===== src/rtl/ac97_cmd_sequencer_if.sv =====
// ac97_cmd_sequencer_if
//   Bundles the frame-engine and host signals of the AC97 command sequencer.
//   slave  : the sequencer (samples done and host request, drives the slot fields)
//   master : the environment (frame engine done pulse, host request source)
//   Signals: done, HostReq, HostReg[6:0], HostData[15:0]  -> sequencer
//            HostAck, Register[7:0], command[15:0], validate, InitDone, Busy -> environment
interface ac97_cmd_sequencer_if;
  logic        done;
  logic        HostReq;
  logic [6:0]  HostReg;
  logic [15:0] HostData;
  logic        HostAck;
  logic [7:0]  Register;
  logic [15:0] command;
  logic        validate;
  logic        InitDone;
  logic        Busy;

  modport master (
    output done, HostReq, HostReg, HostData,
    input  HostAck, Register, command, validate, InitDone, Busy
  );

  modport slave (
    input  done, HostReq, HostReg, HostData,
    output HostAck, Register, command, validate, InitDone, Busy
  );
endinterface


===== src/rtl/ac97_cmd_sequencer.sv =====
// ac97_cmd_sequencer
//   Command-side controller for the AC97 frame engine. After reset it waits
//   POWERUP_FRAMES frames, sends the codec init table (with an idle gap after
//   the codec reset write), then forwards host register writes, one per frame.
//   Ports:
//     AC97BitClock : bit clock, all logic on rising edge
//     RstN         : asynchronous active-low reset
//     bus          : slave side of ac97_cmd_sequencer_if (done, host request,
//                    HostAck, Register/command/validate, InitDone, Busy)
module ac97_cmd_sequencer #(
  parameter int POWERUP_FRAMES   = 16,
  parameter int RESET_GAP_FRAMES = 4
) (
  input  logic                 AC97BitClock,
  input  logic                 RstN,
  ac97_cmd_sequencer_if.slave  bus
);

  localparam int CNT_MAX = (POWERUP_FRAMES > RESET_GAP_FRAMES) ? POWERUP_FRAMES : RESET_GAP_FRAMES;
  localparam int CNT_W   = $clog2(CNT_MAX + 1);
  // Tick count at which POWERUP leaves, and gap count at which the gap exits.
  localparam logic [CNT_W-1:0] PU_LAST = CNT_W'(POWERUP_FRAMES - 1);
  localparam logic [CNT_W-1:0] GAP_END = CNT_W'(RESET_GAP_FRAMES);
  localparam logic [2:0]       IDX_LAST = 3'd5;

  typedef enum logic [2:0] {
    POWERUP, INIT_SEND, RESET_GAP, INIT_END, IDLE, HOST_HOLD
  } state_t;

  state_t           state;
  logic             done_q;
  logic             frame_tick;
  logic [CNT_W-1:0] cnt;
  logic [2:0]       idx;
  logic [23:0]      rom_word;

  // {register, data} of the codec init table.
  function automatic logic [23:0] init_rom(input logic [2:0] i);
    case (i)
      3'd0:    init_rom = {8'h00, 16'h0000};  // codec reset
      3'd1:    init_rom = {8'h02, 16'h0000};  // master volume
      3'd2:    init_rom = {8'h04, 16'h0000};  // headphone
      3'd3:    init_rom = {8'h18, 16'h0808};  // PCM out
      3'd4:    init_rom = {8'h1A, 16'h0404};  // record select
      3'd5:    init_rom = {8'h1C, 16'h0000};  // record gain
      default: init_rom = 24'h0;
    endcase
  endfunction

  assign frame_tick = bus.done & ~done_q;
  assign rom_word   = init_rom(idx);

  // Slot fields only move on a frame tick (bit 128), so they are settled well
  // before the engine samples them in bits 0-51 of the next frame.
  always_ff @(posedge AC97BitClock or negedge RstN) begin
    if (!RstN) begin
      state        <= POWERUP;
      done_q       <= 1'b0;
      cnt          <= '0;
      idx          <= '0;
      bus.Register <= '0;
      bus.command  <= '0;
      bus.validate <= 1'b0;
      bus.HostAck  <= 1'b0;
      bus.InitDone <= 1'b0;
      bus.Busy     <= 1'b1;
    end else begin
      done_q      <= bus.done;
      bus.HostAck <= 1'b0;
      if (frame_tick) begin
        // Blank slot unless a state below drives an entry.
        bus.Register <= '0;
        bus.command  <= '0;
        bus.validate <= 1'b0;
        case (state)
          POWERUP: begin
            if (cnt == PU_LAST) begin
              cnt   <= '0;
              state <= INIT_SEND;
            end else begin
              cnt <= cnt + 1'b1;
            end
          end
          INIT_SEND: begin
            {bus.Register, bus.command} <= rom_word;
            bus.validate <= 1'b1;
            idx          <= idx + 3'd1;
            if (idx == 3'd0)          state <= RESET_GAP;
            else if (idx == IDX_LAST) state <= INIT_END;
          end
          RESET_GAP: begin
            // The exit tick already carries entry 1 (idx was advanced past 0).
            if (cnt == GAP_END) begin
              cnt <= '0;
              {bus.Register, bus.command} <= rom_word;
              bus.validate <= 1'b1;
              idx          <= idx + 3'd1;
              state        <= INIT_SEND;
            end else begin
              cnt <= cnt + 1'b1;
            end
          end
          INIT_END: begin
            bus.InitDone <= 1'b1;
            bus.Busy     <= 1'b0;
            state        <= IDLE;
          end
          IDLE, HOST_HOLD: begin
            // HOST_HOLD re-applies the idle rule, so a held request streams
            // one write per frame.
            if (bus.HostReq) begin
              bus.Register <= {1'b0, bus.HostReg};
              bus.command  <= bus.HostData;
              bus.validate <= 1'b1;
              bus.HostAck  <= 1'b1;
              bus.Busy     <= 1'b1;
              state        <= HOST_HOLD;
            end else begin
              bus.Busy <= 1'b0;
              state    <= IDLE;
            end
          end
          default: state <= POWERUP;
        endcase
      end
    end
  end

endmodule

===== src/flat_wrapper.sv =====
// flat-port wrapper written by rule: the top's interface ports become plain ports
module ac97_cmd_sequencer_flat 
#(
  parameter int POWERUP_FRAMES   = 16,
  parameter int RESET_GAP_FRAMES = 4
)
  (AC97BitClock, RstN, bus_done, bus_HostReq, bus_HostReg, bus_HostData, bus_HostAck, bus_Register, bus_command, bus_validate, bus_InitDone, bus_Busy);
  ac97_cmd_sequencer_if bus_i ();
  input  logic AC97BitClock;
  input  logic RstN;
  input wire logic [$bits(bus_i.done)-1:0] bus_done;
  input wire logic [$bits(bus_i.HostReq)-1:0] bus_HostReq;
  input wire logic [$bits(bus_i.HostReg)-1:0] bus_HostReg;
  input wire logic [$bits(bus_i.HostData)-1:0] bus_HostData;
  output wire logic [$bits(bus_i.HostAck)-1:0] bus_HostAck;
  output wire logic [$bits(bus_i.Register)-1:0] bus_Register;
  output wire logic [$bits(bus_i.command)-1:0] bus_command;
  output wire logic [$bits(bus_i.validate)-1:0] bus_validate;
  output wire logic [$bits(bus_i.InitDone)-1:0] bus_InitDone;
  output wire logic [$bits(bus_i.Busy)-1:0] bus_Busy;
  assign bus_i.done = bus_done;
  assign bus_i.HostReq = bus_HostReq;
  assign bus_i.HostReg = bus_HostReg;
  assign bus_i.HostData = bus_HostData;
  assign bus_HostAck = bus_i.HostAck;
  assign bus_Register = bus_i.Register;
  assign bus_command = bus_i.command;
  assign bus_validate = bus_i.validate;
  assign bus_InitDone = bus_i.InitDone;
  assign bus_Busy = bus_i.Busy;
  ac97_cmd_sequencer #(.POWERUP_FRAMES(POWERUP_FRAMES), .RESET_GAP_FRAMES(RESET_GAP_FRAMES)) u_core (.AC97BitClock(AC97BitClock), .RstN(RstN), .bus(bus_i));
endmodule

===== config.mk =====
export PLATFORM = sky130hd
export DESIGN_NAME = ac97_cmd_sequencer_flat
export DESIGN_NICKNAME = d
export VERILOG_FILES = /design/src/rtl/ac97_cmd_sequencer_if.sv /design/src/rtl/ac97_cmd_sequencer.sv /design/src/flat_wrapper.sv
export SDC_FILE = /design/constraint.sdc
export NUM_CORES = 1
export LEC_CHECK = 0
export BUFFER_PORTS_ARGS = -buffer_cell sky130_fd_sc_hd__buf_2
export CORE_MARGIN = 2
export CORE_UTILIZATION = 51
export CTS_CLUSTER_SIZE = 24
export DETAILED_ROUTE_END_ITERATION = 12
export PLACE_DENSITY = 0.82
export SYNTH_ARGS = -nofsm -noshare
export SYNTH_HDL_FRONTEND = slang
export SYNTH_SLANG_ARGS = --single-unit

===== constraint.sdc =====
create_clock -name AC97BitClock -period 2.2 [get_ports AC97BitClock]
set_input_delay 0.66 -clock AC97BitClock [delete_from_list [all_inputs] [get_ports AC97BitClock]]
set_output_delay 0.66 -clock AC97BitClock [all_outputs]
set_load 0.01 [all_outputs]

==> flow_summary_export.csv, run 1 <==
group,metric,value,unit
global_route,gr-total-overflow,0,
run_status,status,"completed",
timing,fin_ws,0.429,ns
setup_path,crit_arrival,2.04,ns
finish,design_area,2300,sq um
floorplanning,die_h,64.5,microns
route,drt_iter0_drc,110,
setup_path,critPathKind,"reg -> reg",
power_and_ir_drop,power_density,1160,nW/um^2
finish,num-nets-final,264,
placed_design,preCtsSetupSlack,0.352,ns
logic_synthesis,syn_inst,170,
cts,ctsHtreeMaxLevel,2,
logic_synthesis,syn-num-nets,206,
route,drtAntennaViolNets,0,
setup_path,critPathTopFamily,"adder cells",
setup_path,crit_fanout,4,
placed_design,portBuffers,53,
global_route,grtUsageTotal,20.1,%
setup_path,slowest_delay,0.43,ns
route,drt-total-wl,3.72,mm
timing,fmax,565,MHz
route,routedWlPerCell,13.5,microns
global_route,grt_pass1_wl,6.41,mm
logic_synthesis,yosysWarnings,0,
cts,cts_hold_buf,0,
floorplanning,start_util,54.7,%
placed_design,globalplace.congestion,0.846,
logic_synthesis,yosysUniqueCellTypes,41,
cts,cts_buffers,5,
logic_synthesis,syn_avg_cell_area,11.0,sq um
timing,tns,0,ns
floorplanning,io_pins,55,
cts,cts.sinks,39,
logic_synthesis,synthFlopType,"dfrtp_1",
route,via_per_inst,5.48,
logic_synthesis,ys_seq_elements,39,
placed_design,place_hpwl,2.81,mm
route,highest-signal-layer,"met4",
logic_synthesis,synth_edf_count,0,
global_route,grt_max_degree,25,
logic_synthesis,async_flop_share,100,%
cts,cts_resized,0,
route,wl_met3,281,microns
floorplanning,rows,21,
global_route,grt_antenna_before_repair,0,
finish,diodes,0,
timing,fin_skew,0.00426,ns
floorplanning,die_x,64.5,microns
floorplanning,die_area,4170,sq um
timing,finalSetupViolations,0,
finish,layout_commonest_cell,"buf_2",
route,dr_total_vias,1506,
timing,hold_viol_final,0,
setup_path,crit_required,2.47,ns
route,drc,0,
timing,min_period_over_period,80.5,%
route,met1_length,1.68,mm
finish,drive_gt1_share,32.3,%
finish,post-route-util,67.5,%
cts,cts_tree,"yes",
route,met2_length,1.71,mm
logic_synthesis,syn_area,1870,sq um
setup_path,cp_num_buf_inv,1,
finish,synthToLayoutAreaGrowth,23.3,%
flow_run,maxCapViolations,0,
finish,final_cell_mix,"buf_2 (53), dfrtp_1 (38), a22o_1 (15)",
timing,rsz0062_at_grt,"false",
power_and_ir_drop,leakagePower,1.19,nW
setup_path,cpMostUsedCell,"ha_1",
setup_path,path_cells,"ha_1 > nand3_1 > inv_1 > ha_1 > mux2_2 > or3_1 > o21ai_0",
setup_path,cp-start-kind,"register",
logic_synthesis,synth_seq_area_share,52.3,%
power_and_ir_drop,peakVddDrop,0.000606,V
cts,insertion_delay,0.34,ns
min_path,hold_path.class,"in -> async",
timing,slew_violations,0,
timing,fin_crit,1.77,ns
route,firstDrtPassIters,4,
cts,cts_setup_buffers,0,
finish,fillCellCount,271,
setup_path,crit_slowest_cell,"dfrtp_1",
global_route,grt_pass1_vias,1414,
cts,clockBufferDepth,2,
cts,path_clk_slew,0.11,ns
setup_path,worstSetupEndpointType,"register",
placed_design,place_area,2200,sq um
floorplanning,core,3420,sq um
cts,cts_root_buf,"clkbuf_4",
==> synthesized netlist by cell type (2+ instances only) <==
| cell type | number | area (sq um) |
|---|---|---|
| ha_1 | 9 | 113 |
| nand3_1 | 4 | 20.0 |
| o22ai_1 | 2 | 12.5 |
| nor2b_1 | 3 | 18.8 |
| nand2b_1 | 5 | 31.3 |
| mux2i_1 | 4 | 40.0 |
| clkbuf_1 | 3 | 11.3 |
| a211oi_1 | 2 | 15.0 |
| a21oi_1 | 6 | 30.0 |
| nor2_1 | 7 | 26.3 |
| o31ai_1 | 2 | 15.0 |
| o21ai_1 | 4 | 20.0 |
| a221o_1 | 4 | 40.0 |
| a22o_1 | 15 | 131 |
| o21ai_0 | 6 | 30.0 |
| nand2_1 | 13 | 48.8 |
| dfrtp_1 | 38 | 951 |
| a22oi_1 | 4 | 30.0 |
| mux2_2 | 2 | 22.5 |
| buf_2 | 6 | 30.0 |
| inv_1 | 8 | 30.0 |
| nor3_1 | 4 | 20.0 |
==> final timing paths <==
kind	from	end	slack, ns	cells past startpoint
setup / recovery	u_core.cnt[0]$_DFFE_PN0P_	u_core.cnt[0]$_DFFE_PN0P_	0.43	7
hold / removal	RstN	u_core.bus.command[6]$_DFFE_PN0P_	0.25	1
setup reg to reg	u_core.cnt[0]$_DFFE_PN0P_	u_core.cnt[0]$_DFFE_PN0P_	0.43	7
hold reg to reg	u_core.bus.InitDone$_DFFE_PN0P_	u_core.bus.InitDone$_DFFE_PN0P_	0.48	1
max in group asynchronous	RstN	u_core.bus.Busy$_DFFE_PN1P_	1.36	2
min in group AC97BitClock	bus_done	u_core.done_q$_DFF_PN0_	0.47	1
==> layer usage <==
metal,vias to the layer above,track usage (%)
met5,-,0
met4,0,8.78
met1,708,26.3
li1,738,-
met3,5,5.03
met2,55,31.9
==> kinds of logic (layout without fill, tap and decap cells) <==
family	count (synthesis)	count (layout)	synth area share (%)
compound gates	51	51	19.9
simple gates	45	45	13.5
flops	39	39	52.3
buf+inv	18	77	4.22
fa+ha+maj	9	9	6.02
mux	6	6	3.35
other cells	1	1	0.201
xor+xnor	1	1	0.469
==> registers in the layout (all words and copies together), names as in the netlist <==
register             flops
u_core.bus.HostAck       1
u_core.bus.InitDone      1
u_core.cnt               5
u_core.idx               3
u_core.done_q            1
u_core.bus.Busy          1
u_core.state             3
u_core.bus.command      16
u_core.bus.Register      7
u_core.bus.validate      1
==> power by group <==
group | internal, mW | switching, mW
sequential | 0.939 | 0.185
combinational | 0.468 | 0.516
clock | 0.355 | 0.223
total | 1.76 | 0.924
==> layout make-up <==
type,instances,area [sq um],area share (%)
Clock buffer,6,41.3,1.79
Tap cell,46,57.6,2.50
Multi-Input combinational cell,113,813,35.3
Timing Repair Buffer,61,325,14.1
Sequential cell,39,977,42.4
Inverter,8,30.0,1.30
Clock inverter,2,60.1,2.61
==> metrics by stage <==
step | instances | hold WS (ns) | power (mW)
global route | 275 | 0.255 | 2.91
global placement | 267 | 0.445 | 2.09
CTS | 275 | 0.255 | 2.71
finish | 275 | 0.254 | 2.68
detailed placement | 267 | 0.447 | 2.13
floorplan | 170 | 0.364 | 1.79
No activity file was read; power rests on OpenSTA's default activity.
==> run 2, diff against run 1 <==
--- a/config.mk
+++ b/config.mk
@@ -7,10 +7,10 @@
 export LEC_CHECK = 0
 export BUFFER_PORTS_ARGS = -buffer_cell sky130_fd_sc_hd__buf_2
 export CORE_MARGIN = 2
-export CORE_UTILIZATION = 51
+export CORE_UTILIZATION = 46
 export CTS_CLUSTER_SIZE = 24
 export DETAILED_ROUTE_END_ITERATION = 12
-export PLACE_DENSITY = 0.82
+export PLACE_DENSITY = 0.78
 export SYNTH_ARGS = -nofsm -noshare
 export SYNTH_HDL_FRONTEND = slang
 export SYNTH_SLANG_ARGS = --single-unit
==> constraint.sdc (replaced) <==
create_clock -name AC97BitClock -period 1.46 [get_ports AC97BitClock]
set_input_delay 0.438 -clock AC97BitClock [delete_from_list [all_inputs] [get_ports AC97BitClock]]
set_output_delay 0.438 -clock AC97BitClock [all_outputs]
set_load 0.01 [all_outputs]
==> run 2 against run 1 <==
  * The flow now finishes with violations (setup timing)
  * Worst setup slack worse by 0.61 ns
  * Clock skew fell by 0.0026 ns
  * Sequential power grew 49%
  * Sequential cell count unchanged
  * Register-to-register slack got worse by 0.61 ns
  * Core utilization is 2.1 points higher
  * Largest power group is now combinational logic
  * Critical path depth did not move
  * Critical endpoint unchanged
  * Largest cell class unchanged
==> flow_summary_export.csv, run 2 (synthesis gave the netlist of run 1 again) <==
group,metric,value,unit
cts,cts.sinks,39,
power_and_ir_drop,power_frac_seq,33.6,%
finish,register_area,978,sq um
finish,final_cell_mix,"buf_2 (54), dfrtp_1 (37), buf_4 (30)",
global_route,grt_antenna_before_repair,0,
cts,insertion_delay,0.30,ns
finish,num-nets-final,293,
setup_path,slowest_delay,0.41,ns
power_and_ir_drop,p_sw,1.73,mW
route,drc,0,
finish,fillCellCount,271,
finish,top_register,"u_core.bus.command",
finish,drive_gt1_share,51.2,%
finish,post-route-util,69.6,%
cts,cts_tree,"yes",
finish,layoutNonFillerInstCount,308,
route,via_per_inst,5.47,
finish,multi_input_comb_area,968,sq um
global_route,gr-total-overflow,0,
placed_design,preCtsSetupSlack,-0.188,ns
cts,clockBufferDepth,2,
power_and_ir_drop,clock_power_share,21.2,%
global_route,grtUsageTotal,21.2,%
timing,fmax,608,MHz
floorplanning,die_h,67.7,microns
route,firstDrtPassIters,4,
setup_path,crit_required,1.68,ns
timing,finalSetupViolations,14,
floorplanning,start_util,47.4,%
setup_path,crit_fanout,3,
timing,fin_skew,0.00168,ns
route,drtAntennaViolNets,0,
power_and_ir_drop,leakagePower,1.38,nW
global_route,grt_pass1_vias,1531,
floorplanning,die_x,67.7,microns
timing,min_period_over_period,113,%
floorplanning,io_pins,55,
setup_path,path_cells,"ha_2 > nand3_2 > inv_2 > ha_4 > mux2_4 > or3_1 > o21ai_1",
cts,cts_buffers,5,
finish,synthToLayoutAreaGrowth,46.8,%
route,routedWlPerCell,14.8,microns
power_and_ir_drop,power_density,1820,nW/um^2
timing,hold_ws,0.0415,ns
power_and_ir_drop,netSwitchingFraction,34.7,%
min_path,hold_path.class,"in -> async",
timing,slew_violations,0,
finish,diodes,0,
finish,layout_commonest_cell,"buf_2",
run_status,violations,"setup timing",
floorplanning,core,3940,sq um
timing,hold_viol_final,0,
power_and_ir_drop,combPwrFrac,45.2,%
cts,ctsHtreeMaxLevel,2,
setup_path,worstSetupEndpointType,"register",
placed_design,globalplace.congestion,0.869,
route,drt-total-wl,4.56,mm
cts,cts_root_buf,"clkbuf_8",
global_route,grt_max_degree,26,
run_status,status,"complete, but fails checks",
setup_path,critPathKind,"reg -> reg",
placed_design,place_hpwl,3.13,mm
setup_path,r2r_cells,7,
route,dr_total_vias,1684,
power_and_ir_drop,intPower,3.25,mW
floorplanning,rows,23,
placed_design,dp_cells,292,
setup_path,cp-start-kind,"register",
cts,path_clk_slew,0.07,ns
timing,fin_ws,-0.184,ns
global_route,grt_pass1_wl,7.07,mm
setup_path,crit_slowest_cell,"dfrtp_1",
timing,rsz0062_at_grt,"true",
route,drt_iter0_drc,110,
finish,reg_top3,"u_core.bus.command x16, u_core.bus.Register x7, u_core.cnt x5",
power_and_ir_drop,peakVddDrop,0.000969,V
finish,largest_register_ffs,16,
floorplanning,die_area,4590,sq um
timing,fin_crit,1.64,ns
flow_run,maxCapViolations,0,
setup_path,crit_arrival,1.86,ns
placed_design,portBuffers,53,
==> run 2: power by group through the flow <==
stage / sequential, mW / combinational, mW / clock (mW)
after floorplan: 1.75 / 0.981 / 0
after global placement: 1.65 / 1.78 / 0
after detailed placement: 1.67 / 1.84 / 0
after CTS: 1.66 / 1.99 / 1.08
after global routing: 1.72 / 2.48 / 1.11
final: 1.67 / 2.25 / 1.06
==> run 2: layout make-up <==
type,instances,share of cell area (%)
Inverter,8,1.09
Sequential cell,39,35.7
Timing Repair Buffer,90,20.8
Tap cell,50,2.28
Clock inverter,2,2.19
Clock buffer,6,2.64
Multi-Input combinational cell,113,35.3
==> run 2: stage by stage <==
stage               instance area [sq um]  power (mW)  setup TNS [ns]
finish                               2740        4.98          -0.860
global route                         2740        5.31           -2.27
CTS                                  2620        4.73          -0.752
detailed placement                   2400        3.51           -1.35
global placement                     2400        3.44          -0.810
floorplan                            1890        2.73          -0.130
==> run 2: timing repair <==
item / CTS / global route
gates cloned: 1 / 0
setup buffers: 2 / 6
pin swaps: 16 / 11
hold buffers: 0 / 0
hold endpoints to repair: 0 / 0
setup endpoints to repair: 17 / 20
gates resized for setup: 18 / 22
==> run 2: per-layer routing <==
layer / track usage, % / share of wire (%) / up-vias
met5: 0 / 0 / -
met4: 11.5 / 2.3 / 0
met3: 4.17 / 6.5 / 10
met2: 33.8 / 47 / 55
met1: 26.9 / 44 / 819
li1: - / - / 800
==> run 2: final timing paths <==
| path | from | end | slack (ns) |
|---|---|---|---|
| max | u_core.cnt[0]$_DFFE_PN0P_ | u_core.cnt[0]$_DFFE_PN0P_ | -0.18 |
| min | RstN | u_core.bus.Register[5]$_DFFE_PN0P_ | 0.04 |
| max reg2reg | u_core.cnt[0]$_DFFE_PN0P_ | u_core.cnt[0]$_DFFE_PN0P_ | -0.18 |
| min reg2reg | u_core.bus.validate$_DFFE_PN0P_ | u_core.bus.validate$_DFFE_PN0P_ | 0.46 |
| max in group asynchronous | RstN | u_core.idx[0]$_DFFE_PN0P_ | 0.96 |
| min in group AC97BitClock | bus_done | u_core.done_q$_DFF_PN0_ | 0.30 |
==> run 2: worst max-delay path: cells and delay by family (launching register included) <==
kind	cells	cell delay, ns
buf+inv	1	0.05
fa+ha+maj	2	0.36
flops	1	0.41
simple gates	2	0.39
compound gates	1	0.09
mux	1	0.27
==> run 3, diff against run 2 <==
--- a/config.mk
+++ b/config.mk
@@ -5,12 +5,12 @@
 export SDC_FILE = /design/constraint.sdc
 export NUM_CORES = 1
 export LEC_CHECK = 0
-export BUFFER_PORTS_ARGS = -buffer_cell sky130_fd_sc_hd__buf_2
 export CORE_MARGIN = 2
-export CORE_UTILIZATION = 46
+export CORE_UTILIZATION = 55
 export CTS_CLUSTER_SIZE = 24
 export DETAILED_ROUTE_END_ITERATION = 12
-export PLACE_DENSITY = 0.78
+export DONT_BUFFER_PORTS = 1
+export PLACE_DENSITY = 0.76
 export SYNTH_ARGS = -nofsm -noshare
 export SYNTH_HDL_FRONTEND = slang
 export SYNTH_SLANG_ARGS = --single-unit
==> run 3 against run 2 <==
  * The run still ends with setup timing left
  * Non-clock buffer count shrank 65
  * Die area down 15%
  * Sequential cell count unchanged
  * Largest cell class unchanged
==> flow_summary_export.csv, run 3 (synthesis gave the netlist of run 1 again) <==
group,metric,value,unit
run_status,status,"complete, but fails checks",
run_status,violations,"setup timing",
route,drtAntennaViolNets,0,
cts,cts.sinks,39,
finish,diodes,0,
route,drt_iter0_drc,142,
route,drt-total-wl,4.08,mm
placed_design,globalplace.congestion,0.886,
finish,drive_gt1_share,30.6,%
finish,reg_top3,"u_core.bus.command x16, u_core.bus.Register x7, u_core.cnt x5",
floorplanning,die_h,62.3,microns
global_route,grtUsageTotal,22.4,%
floorplanning,start_util,56.5,%
setup_path,r2r_cells,7,
route,firstDrtPassIters,4,
setup_path,crit_fanout,3,
power_and_ir_drop,combPwrFrac,38.8,%
finish,layoutNonFillerInstCount,239,
global_route,grt_pass1_wl,6.84,mm
floorplanning,die_x,62.3,microns
finish,layout_commonest_cell,"dfrtp_1",
setup_path,worstReg2RegEnd,"u_core.cnt[0]$_DFFE_PN0P_",
cts,clockBufferDepth,2,
timing,rsz0062_at_grt,"true",
cts,ctsHtreeMaxLevel,2,
power_and_ir_drop,peakVddDrop,0.000902,V
global_route,gr-usage-met2,35.1,%
timing,finalSetupViolations,15,
timing,min_period_over_period,112,%
power_and_ir_drop,leakagePower,1.04,nW
route,drc,0,
placed_design,dp_cells,225,
cts,cts_buffers,5,
setup_path,crit_required,1.74,ns
min_path,holdCritStartpoint,"bus_done",
timing,hold_viol_final,0,
cts,insertion_delay,0.35,ns
power_and_ir_drop,intPower,2.65,mW
setup_path,regToRegStartpoint,"u_core.cnt[0]$_DFFE_PN0P_",
min_path,hold_path.class,"in -> reg",
setup_path,worstSetupEndpointType,"register",
timing,fin_ws,-0.181,ns
global_route,grt-busiest-layer,"met2",
power_and_ir_drop,netSwitchingFraction,37.0,%
setup_path,cp_num_buf_inv,1,
setup_path,r2r_slack,-0.18,ns
cts,path_clk_slew,0.11,ns
setup_path,critPathTopFamily,"flip-flops",
setup_path,crit_arrival,1.92,ns
global_route,grt_max_degree,40,
cts,cts_tree,"yes",
global_route,grt_antenna_before_repair,0,
finish,top_register,"u_core.bus.command",
finish,synthToLayoutAreaGrowth,22.4,%
timing,tns,-0.962,ns
timing,fin_skew,0.00330,ns
global_route,gr-total-overflow,0,
power_and_ir_drop,clock_power_share,18.2,%
setup_path,path_cells,"ha_2 > nand3_2 > inv_2 > ha_4 > mux2_4 > or3_1 > o21ai_1",
finish,final_cell_mix,"dfrtp_1 (38), buf_4 (21), a22o_1 (15)",
route,routedWlPerCell,17.1,microns
route,via_per_inst,5.96,
global_route,met3_usage,8.70,%
floorplanning,core,3310,sq um
power_and_ir_drop,power_density,1830,nW/um^2
floorplanning,die_area,3880,sq um
timing,hold_ws,0.106,ns
cts,cts_root_buf,"clkbuf_4",
timing,fmax,609,MHz
min_path,hold_path_end,"u_core.done_q$_DFF_PN0_",
flow_run,maxCapViolations,0,
setup_path,crit_slowest_cell,"dfrtp_1",
finish,post-route-util,69.1,%
floorplanning,rows,21,
power_and_ir_drop,power_frac_seq,43.0,%
placed_design,portBuffers,0,
finish,largest_register_ffs,16,
setup_path,cp-start-kind,"register",
setup_path,slowest_delay,0.43,ns
setup_path,critPathKind,"reg -> reg",
placed_design,place_hpwl,2.83,mm
finish,num-nets-final,228,
route,dr_total_vias,1425,
global_route,grt_pass1_vias,1379,
floorplanning,io_pins,55,
timing,fin_crit,1.64,ns
global_route,use_met1,29.3,%
min_path,hold_depth,0,
power_and_ir_drop,p_sw,1.55,mW
timing,slew_violations,0,
==> run 3: cell types whose count changed in the layout (fill, tap and decap cells not counted), sizes merged <==
| cell | previous run | this run |
|---|---|---|
| clkinv | 0 | 1 |
| dlygate4sd3 | 0 | 1 |
| buf | 90 | 24 |
| bufinv | 2 | 1 |
==> run 3: per-stage QoR <==
stage | power (mW) | setup WS [ns] | area (sq um)
global route | 4.51 | -0.252 | 2290
global placement | 3.10 | -0.0994 | 2060
CTS | 4.03 | -0.151 | 2210
finish | 4.20 | -0.181 | 2290
floorplan | 2.73 | -0.0878 | 1890
detailed placement | 3.17 | -0.155 | 2060
==> run 3: how the worst max path moves through the flow <==
stage | startpoint | to | cells past startpoint | slack (ns)
6_report | u_core.cnt[0]$_DFFE_PN0P_ | u_core.cnt[0]$_DFFE_PN0P_ | 7 | -0.18
5_1_grt | u_core.cnt[0]$_DFFE_PN0P_ | u_core.cnt[0]$_DFFE_PN0P_ | 7 | -0.25
4_1_cts | u_core.cnt[0]$_DFFE_PN0P_ | u_core.cnt[0]$_DFFE_PN0P_ | 6 | -0.15
2_1_floorplan | u_core.cnt[1]$_DFFE_PN0P_ | u_core.cnt[0]$_DFFE_PN0P_ | 7 | -0.09
3_3_place_gp | u_core.cnt[0]$_DFFE_PN0P_ | u_core.cnt[0]$_DFFE_PN0P_ | 7 | -0.1
3_5_place_dp | u_core.cnt[0]$_DFFE_PN0P_ | u_core.bus.Register[3]$_DFFE_PN0P_ | 6 | -0.16
==> run 3: what timing repair did <==
action,4_1_cts,5_1_grt
endpoints found under the hold margin,39,0
setup endpoints to repair,17,25
resized for setup,7,16
pin swaps,3,7
hold buffers,2,0
setup buffers,2,2
==> run 3: cell type report <==
class / instances / area (sq um)
Clock buffer: 6 / 51.3
Clock inverter: 2 / 35.0
Fill cell: 262 / 1020
Inverter: 8 / 30.0
Multi-Input combinational cell: 113 / 918
Sequential cell: 39 / 977
Tap cell: 46 / 57.6
Timing Repair Buffer: 25 / 219
==> run 3: routing by layer <==
layer	up-vias	routed length, microns
met5	-	0
met4	0	41
met3	7	283
met2	46	2010
met1	709	1750
li1	663	-
==> run 3: power by group through the flow <==
| stage | sequential [mW] | combinational, mW | clock (mW) |
|---|---|---|---|
| after floorplan | 1.75 | 0.981 | 0 |
| after global placement | 1.81 | 1.30 | 0 |
| after detailed placement | 1.83 | 1.34 | 0 |
| after CTS | 1.81 | 1.46 | 0.766 |
| after global routing | 1.85 | 1.83 | 0.832 |
| final | 1.81 | 1.63 | 0.764 |
